### config.mk
export PLATFORM = sky130hd
export DESIGN_NAME = time_display_scanner
export DESIGN_NICKNAME = d
export VERILOG_FILES = /design/src/rtl/display_pkg.sv /design/src/rtl/two_digit_bcd.sv /design/src/rtl/time_display_scanner.sv
export SDC_FILE = /design/constraint.sdc
export NUM_CORES = 1
export LEC_CHECK = 0
export CAP_MARGIN = 20
export CORE_MARGIN = 4
export CORE_UTILIZATION = 30
export CTS_BUF_LIST = sky130_fd_sc_hd__clkbuf_4 sky130_fd_sc_hd__clkbuf_8
export CTS_CLUSTER_DIAMETER = 200
export DETAILED_ROUTE_END_ITERATION = 6
export PLACE_DENSITY = 0.56
export REMOVE_ABC_BUFFERS = 1
export SYNTH_ARGS = -nofsm -noshare
export SYNTH_HDL_FRONTEND = slang
export SYNTH_SLANG_ARGS = --single-unit
### constraint.sdc
create_clock -name clk -period 7.32 [get_ports clk]
set_input_delay 1.464 -clock clk [delete_from_list [all_inputs] [get_ports clk]]
set_output_delay 1.464 -clock clk [all_outputs]
set_load 0.01 [all_outputs]
### src/rtl/display_pkg.sv
// Shared constants, types and segment decoding for the multiplexed
// seven-segment time display.
package display_pkg;

  localparam int DIGIT_COUNT = 4;
  localparam logic [5:0] HOURS_MAX  = 6'd23;
  localparam logic [5:0] MINSEC_MAX = 6'd59;

  // Segment patterns are {g,f,e,d,c,b,a}, active-low
  localparam logic [6:0] SEG_0     = 7'b1000000;
  localparam logic [6:0] SEG_1     = 7'b1111001;
  localparam logic [6:0] SEG_2     = 7'b0100100;
  localparam logic [6:0] SEG_3     = 7'b0110000;
  localparam logic [6:0] SEG_4     = 7'b0011001;
  localparam logic [6:0] SEG_5     = 7'b0010010;
  localparam logic [6:0] SEG_6     = 7'b0000010;
  localparam logic [6:0] SEG_7     = 7'b1111000;
  localparam logic [6:0] SEG_8     = 7'b0000000;
  localparam logic [6:0] SEG_9     = 7'b0010000;
  localparam logic [6:0] SEG_DASH  = 7'b0111111;
  localparam logic [6:0] SEG_BLANK = 7'b1111111;

  typedef logic [1:0] digit_idx_t;

  typedef struct packed {
    logic [5:0] left;
    logic [5:0] right;
    logic       sec_lsb;
    logic       left_is_min;
  } snapshot_t;

  function automatic logic [6:0] seg_decode(input logic [3:0] digit, input logic valid);
    logic [6:0] seg;
    seg = SEG_BLANK;
    if (!valid) begin
      seg = SEG_DASH;
    end else begin
      case (digit)
        4'd0:    seg = SEG_0;
        4'd1:    seg = SEG_1;
        4'd2:    seg = SEG_2;
        4'd3:    seg = SEG_3;
        4'd4:    seg = SEG_4;
        4'd5:    seg = SEG_5;
        4'd6:    seg = SEG_6;
        4'd7:    seg = SEG_7;
        4'd8:    seg = SEG_8;
        4'd9:    seg = SEG_9;
        default: seg = SEG_BLANK;
      endcase
    end
    return seg;
  endfunction

endpackage

### src/rtl/two_digit_bcd.sv
// Combinational split of a 6-bit field into decimal tens/ones with a
// range flag against a per-field upper limit.
module two_digit_bcd (
  input  logic [5:0] value,
  input  logic [5:0] limit,
  output logic [3:0] tens,
  output logic [3:0] ones,
  output logic       in_range
);

  logic [5:0] rem;

  // Repeated subtraction; six steps cover the full 0..63 input span
  always_comb begin
    rem  = value;
    tens = 4'd0;
    for (int i = 0; i < 6; i++) begin
      if (rem >= 6'd10) begin
        rem  = rem - 6'd10;
        tens = tens + 4'd1;
      end
    end
    ones     = rem[3:0];
    in_range = (value <= limit);
  end

endmodule

### src/rtl/time_display_scanner.sv
// Scans a frame-atomic snapshot of the time onto a 4-digit common-anode
// seven-segment display, showing HH.MM or MM.SS.
module time_display_scanner
  import display_pkg::*;
#(
  parameter int REFRESH_DIV = 50000
) (
  input  logic       clk,
  input  logic       reset,
  input  logic [4:0] Hours,
  input  logic [5:0] Minutes,
  input  logic [5:0] Seconds,
  input  logic       Mode,
  output logic [3:0] Anodes,
  output logic [6:0] Segments,
  output logic       DecimalPoint
);

  localparam int CNT_W = (REFRESH_DIV > 1) ? $clog2(REFRESH_DIV) : 1;
  localparam logic [CNT_W-1:0] CNT_LAST  = CNT_W'(REFRESH_DIV - 1);
  localparam digit_idx_t       IDX_LAST  = digit_idx_t'(DIGIT_COUNT - 1);

  logic [CNT_W-1:0] cnt_q, cnt_d;
  digit_idx_t       idx_q, idx_d;
  logic             blank_q, blank_d;
  snapshot_t        snap_q, snap_d;
  logic [3:0]       anodes_q, anodes_d;
  logic [6:0]       segments_q, segments_d;
  logic             dp_q, dp_d;

  logic       tick;
  logic       frame_start;
  logic [5:0] left_limit;
  logic [3:0] l_tens, l_ones, r_tens, r_ones;
  logic       l_ok, r_ok;
  logic [3:0] digit;
  logic       digit_ok;

  assign left_limit = snap_q.left_is_min ? MINSEC_MAX : HOURS_MAX;

  two_digit_bcd u_left_bcd (
    .value    (snap_q.left),
    .limit    (left_limit),
    .tens     (l_tens),
    .ones     (l_ones),
    .in_range (l_ok)
  );

  two_digit_bcd u_right_bcd (
    .value    (snap_q.right),
    .limit    (MINSEC_MAX),
    .tens     (r_tens),
    .ones     (r_ones),
    .in_range (r_ok)
  );

  always_comb begin
    tick        = (cnt_q == CNT_LAST);
    frame_start = tick && (idx_q == IDX_LAST);
    cnt_d       = tick ? '0 : cnt_q + CNT_W'(1);
    idx_d       = tick ? idx_q + digit_idx_t'(1) : idx_q;
    // The index resets to the last slot, so the first tick is always a frame start
    blank_d     = tick ? 1'b0 : blank_q;

    snap_d = snap_q;
    if (frame_start) begin
      snap_d.left        = Mode ? Minutes : {1'b0, Hours};
      snap_d.right       = Mode ? Seconds : Minutes;
      snap_d.sec_lsb     = Seconds[0];
      snap_d.left_is_min = Mode;
    end

    digit    = r_ones;
    digit_ok = r_ok;
    case (idx_q)
      2'd0: begin digit = r_ones; digit_ok = r_ok; end
      2'd1: begin digit = r_tens; digit_ok = r_ok; end
      2'd2: begin digit = l_ones; digit_ok = l_ok; end
      2'd3: begin digit = l_tens; digit_ok = l_ok; end
      default: begin digit = r_ones; digit_ok = r_ok; end
    endcase

    anodes_d   = blank_q ? 4'b1111 : ~(4'b0001 << idx_q);
    segments_d = blank_q ? SEG_BLANK : seg_decode(digit, digit_ok);
    dp_d       = ~(!blank_q && (idx_q == 2'd2) && !snap_q.sec_lsb);
  end

  always_ff @(posedge clk) begin
    if (reset) begin
      cnt_q      <= '0;
      idx_q      <= IDX_LAST;
      blank_q    <= 1'b1;
      snap_q     <= '0;
      anodes_q   <= 4'b1111;
      segments_q <= SEG_BLANK;
      dp_q       <= 1'b1;
    end else begin
      cnt_q      <= cnt_d;
      idx_q      <= idx_d;
      blank_q    <= blank_d;
      snap_q     <= snap_d;
      anodes_q   <= anodes_d;
      segments_q <= segments_d;
      dp_q       <= dp_d;
    end
  end

  assign Anodes       = anodes_q;
  assign Segments     = segments_q;
  assign DecimalPoint = dp_q;

endmodule

==> implementation parameters <==
Parameter                              Value

Floorplan
  Total I/O pin count ... 32
  # rows ... 44
  Core area ... approximately 15000 um2
  Starting density of the core ... a little under a third
  Die Y ... 131 um
  Die ar. ... between 15000 and 20000 um2
  DIE WIDTH ... 131 um

Power and ir drop
  Total power density per cell area ... about 79 nW/um2
  Switch Pwr ... 87.5 uW
  Switching part of the total power ... roughly 20%
  Cell-internal power ... ~340 uW
  Leakage power summed over all cells ... approximately 2.1 nW
  Comb pwr share ... roughly 5.4%
  Sequential group share of total power ... 58.0%
  Tot Pwr ... between 400 and 500 uW
  Maximum resistive drop on vdd ... between 0.07 and 0.08 mV
  Clock Power Share ... 36.6%

Finish
  Number of nets in the layout ... 660
  Most used cells in the layout excluding fill and tap cells ... sky130_fd_sc_hd__nor2_1 (68), sky130_fd_sc_hd__nand2_1 (47), sky130_fd_sc_hd__dfxtp_1 (43), sky130_fd_sc_hd__a21oi_1 (36), sky130_fd_sc_hd__clkdlybuf4s50_1 (31)
  Finished Layout Cells ... between 700 and 800
  Non-Filler Cell Area, Final ... 5400 um2
  Core utilization of the finished layout ... a little under two fifths
  Fraction of final layout cells sized beyond drive strength 1 ... between 10% and 20%
  Area growth from synthesis to layout ... 18.4%
  Fill cell count ... between 1000 and 1500
  Antenna fix cells ... 0
  Most common library cell in the layout ignoring fill and taps ... sky130_fd_sc_hd__nor2_1

Clock tree
  Library cell used as clock root buffer ... sky130_fd_sc_hd__clkbuf_8
  Clk slew on worst S/H paths ... approximately 0.08 ns
  Clock net sink count ... 45
  CTS buffer count ... 5
  # H-tree levels ... 2
  Number of hold-repair buffers added at the cts stage ... 0
  Insertion delay of the later-clocked pin in the worst-skew pair ... approximately 0.3 ns
  Maximum clock path buffer count ... 2
  TritonCTS clock tree ... done

Detailed routing
  Average via count per standard cell ... around 5.3
  Via total after detailed routing ... around 4200
  Detailed-router iteration count before antenna repair ... 4
  ANT nets after route ... 0
  DRC violations left ... 0
  Wirelength per Cell ... 13.8 um
  DRC violation total after the first TritonRoute iteration ... a little over 300
  Total length of routed wires ... approximately 11000 um

Synth
  Combinational family with the most area after synthesis ... compound AO/OA/AOI/OAI gates
  Async set-or-reset flop fraction in the synthesized netlist ... 0%
  Post-Synth Simple-Gate Area ... 25.6%
  Adder-cell area share of the yosys netlist ... about 8%
  Post-synth EDFFs ... 0
  Register bit count reported by yosys ... 45
  Netlist cell types ... 90
  Leading cell types by total area after synthesis ... sky130_fd_sc_hd__dfxtp_1 (20%), sky130_fd_sc_hd__ha_1 (8.2%), sky130_fd_sc_hd__nor2_1 (5.6%)
  Warnings, synthesis ... 0
  Yosys top cell by area ... sky130_fd_sc_hd__dfxtp_1
  Cell area after technology mapping ... ~4600 um2
  Share of the synthesized area in the top cell type ... around 20%
  Area fraction in compound gates after synthesis ... between 20% and 30%
  Syn_area_per_cell ... ~8 um2
  Proportion of synthesized chip area in sequential cells ... 19.8%
  Multiplexer area fraction after synthesis ... under 10%
  Share of the synthesized netlist area taken by xor and xnor gates ... under 10%
  Count of mapped cells out of synthesis ... roughly 570
  Commonest register cell after synthesis ... sky130_fd_sc_hd__dfxtp_1

Timing
  Setup TNS ... 0 ns
  Relative slew slack ... just over 40%
  Post-route fraction of the period consumed by the critical path ... 95.6%
  Post-route worst setup slack ... between 0.3 and 0.4 ns
  Min cycle time layout ... between 7 and 8 ns
  Transition at the pin with the smallest max-transition slack ... a little under 0.9 ns
  Endpoints failing hold ... 0
  Largest clock skew in the final design ... roughly 0.0063 ns
  Maximum frequency from static timing analysis ... 143 MHz
  Final number of max-transition violations ... 0
  WHS ... ~0.46 ns
  Final setup viols ... 0

Setup path
  Critical Setup Path Class ... reg -> reg
  CP Buf/Inv Count ... 4
  Crit path capture type ... register
  Stage delay of the slowest cell on the critical path ... 0.42 ns
  Cell with the largest stage delay on the worst path ... sky130_fd_sc_hd__a311oi_4
  Required time reported for the critical path endpoint ... between 7 and 8 ns
  Gate family responsible for the most delay along the worst path ... compound AO/OA/AOI/OAI gates
  Type of origin of the critical path ... register
  CP Data Arrival Time ... about 7.2 ns
  Largest fanout on the critical path ... 9

Global routing
  Largest net degree at the start of global routing ... 22
  Global Route Usage Sum ... between 10 and 15%
  Aggregate global routing overflow ... 0
  Initial antenna violation count ... 0
  Global-route wire length before repair ... 18900 um
  Via count of the first global-routing pass ... 4124

Flow run
  Count of maximum capacitance violations ... 0

Placed design
  Placed wire-length estimate after detailed placement ... about 8500 um
  RD Place Congestion ... around 0.80
  Worst slack after detailed placement ... between 0.015 and 0.02 ns
  Cell area after placement ... 5070 um2
  Placed cells ... about 770
  I/O Buffers ... 31

Status
  Result of the run ... completed

Worst hold path
  Path type of the worst min-delay path ... reg -> reg
-- layer usage --
metal | part of all wire (%) | wire length, um | global-route usage (%)
met4 | 1.7 | 188 | 3.68
met1 | 46 | 5070 | 15.7
met2 | 50 | 5440 | 22.4
met5 | 0 | 0 | 0
met3 | 2.3 | 251 | 1.30
-- timing repair --
item                                    4_1_cts  5_1_grt
endpoints found under the setup margin        1        7
setup buffers                                 2       12
hold endpoints to repair                      0        0
cloned                                        0        0
resized for setup                             1       32
pin swaps                                     2       14
-- power groups by stage --
stage,Combinational [mW],Sequential (mW),Clock (mW)
6_report,0.0228,0.247,0.156
5_1_grt,0.0253,0.247,0.173
4_1_cts,0.0231,0.247,0.164
3_5_place_dp,0.0230,0.253,0
3_3_place_gp,0.0227,0.253,0
2_1_floorplan,0.00736,0.253,0
-- cell families after synthesis --
logic type	count (synthesis)
AO/OA/AOI/OAI	152
XOR/XNOR	35
adder cells (fa/ha/maj)	30
buffers and inverters	56
flip-flops	45
multiplexers	27
AND/OR/NAND/NOR	224
-- area by class of cell --
class	instances	area, um2	share of cell area, %
tap	184	230	4.27
clock buffer	7	90.1	1.67
timing repair buffer	59	529	9.81
inverter	31	116	2.16
multi-input combinational	468	3530	65.3
sequential	45	906	16.8
-- synthesized netlist by cell type, types with 3 or more instances --
library cell and instances:
sky130_fd_sc_hd__a211o_1 5, sky130_fd_sc_hd__a211oi_1 4, sky130_fd_sc_hd__a21o_1 4, sky130_fd_sc_hd__a21oi_1 36, sky130_fd_sc_hd__a221o_1 3, sky130_fd_sc_hd__a31oi_1 4, sky130_fd_sc_hd__a31oi_4 3, sky130_fd_sc_hd__and2_1 5
sky130_fd_sc_hd__and3_1 10, sky130_fd_sc_hd__buf_1 3, sky130_fd_sc_hd__buf_2 5, sky130_fd_sc_hd__buf_6 4, sky130_fd_sc_hd__clkbuf_1 13, sky130_fd_sc_hd__dfxtp_1 45, sky130_fd_sc_hd__ha_1 30, sky130_fd_sc_hd__inv_1 31
sky130_fd_sc_hd__mux2_2 6, sky130_fd_sc_hd__mux2i_1 20, sky130_fd_sc_hd__nand2_1 49, sky130_fd_sc_hd__nand2b_1 7, sky130_fd_sc_hd__nand3_1 19, sky130_fd_sc_hd__nand4_1 13, sky130_fd_sc_hd__nor2_1 68, sky130_fd_sc_hd__nor2_2 4
sky130_fd_sc_hd__nor2b_1 7, sky130_fd_sc_hd__nor3_1 10, sky130_fd_sc_hd__nor4_1 4, sky130_fd_sc_hd__o211a_1 4, sky130_fd_sc_hd__o211ai_1 4, sky130_fd_sc_hd__o21a_1 8, sky130_fd_sc_hd__o21ai_0 23, sky130_fd_sc_hd__o31ai_1 3
sky130_fd_sc_hd__or2_2 5, sky130_fd_sc_hd__or3_1 3, sky130_fd_sc_hd__xnor2_1 20, sky130_fd_sc_hd__xor2_1 13
-- final timing paths --
path                                             start                       to  slack, ns  cells past startpoint
worst max-delay path            snap_q[3]$_SDFFE_PP0P_   Segments[6]$_SDFF_PP1_       0.32                     32
worst min-delay path            snap_q[1]$_SDFFE_PP0P_  DecimalPoint$_SDFF_PP1_       0.46                      1
worst max register to register  snap_q[3]$_SDFFE_PP0P_   Segments[6]$_SDFF_PP1_       0.32                     32
worst min register to register  snap_q[1]$_SDFFE_PP0P_  DecimalPoint$_SDFF_PP1_       0.46                      1
-- sequential cells by signal, summed over array words and instances (netlist names) --
| name | flops |
|---|---|
| blank_q | 1 |
| Segments | 7 |
| DecimalPoint | 1 |
| Anodes | 4 |
| cnt_q | 16 |
| idx_q | 2 |
| snap_q | 14 |
Note: power is estimated with default switching activity, not from simulation.
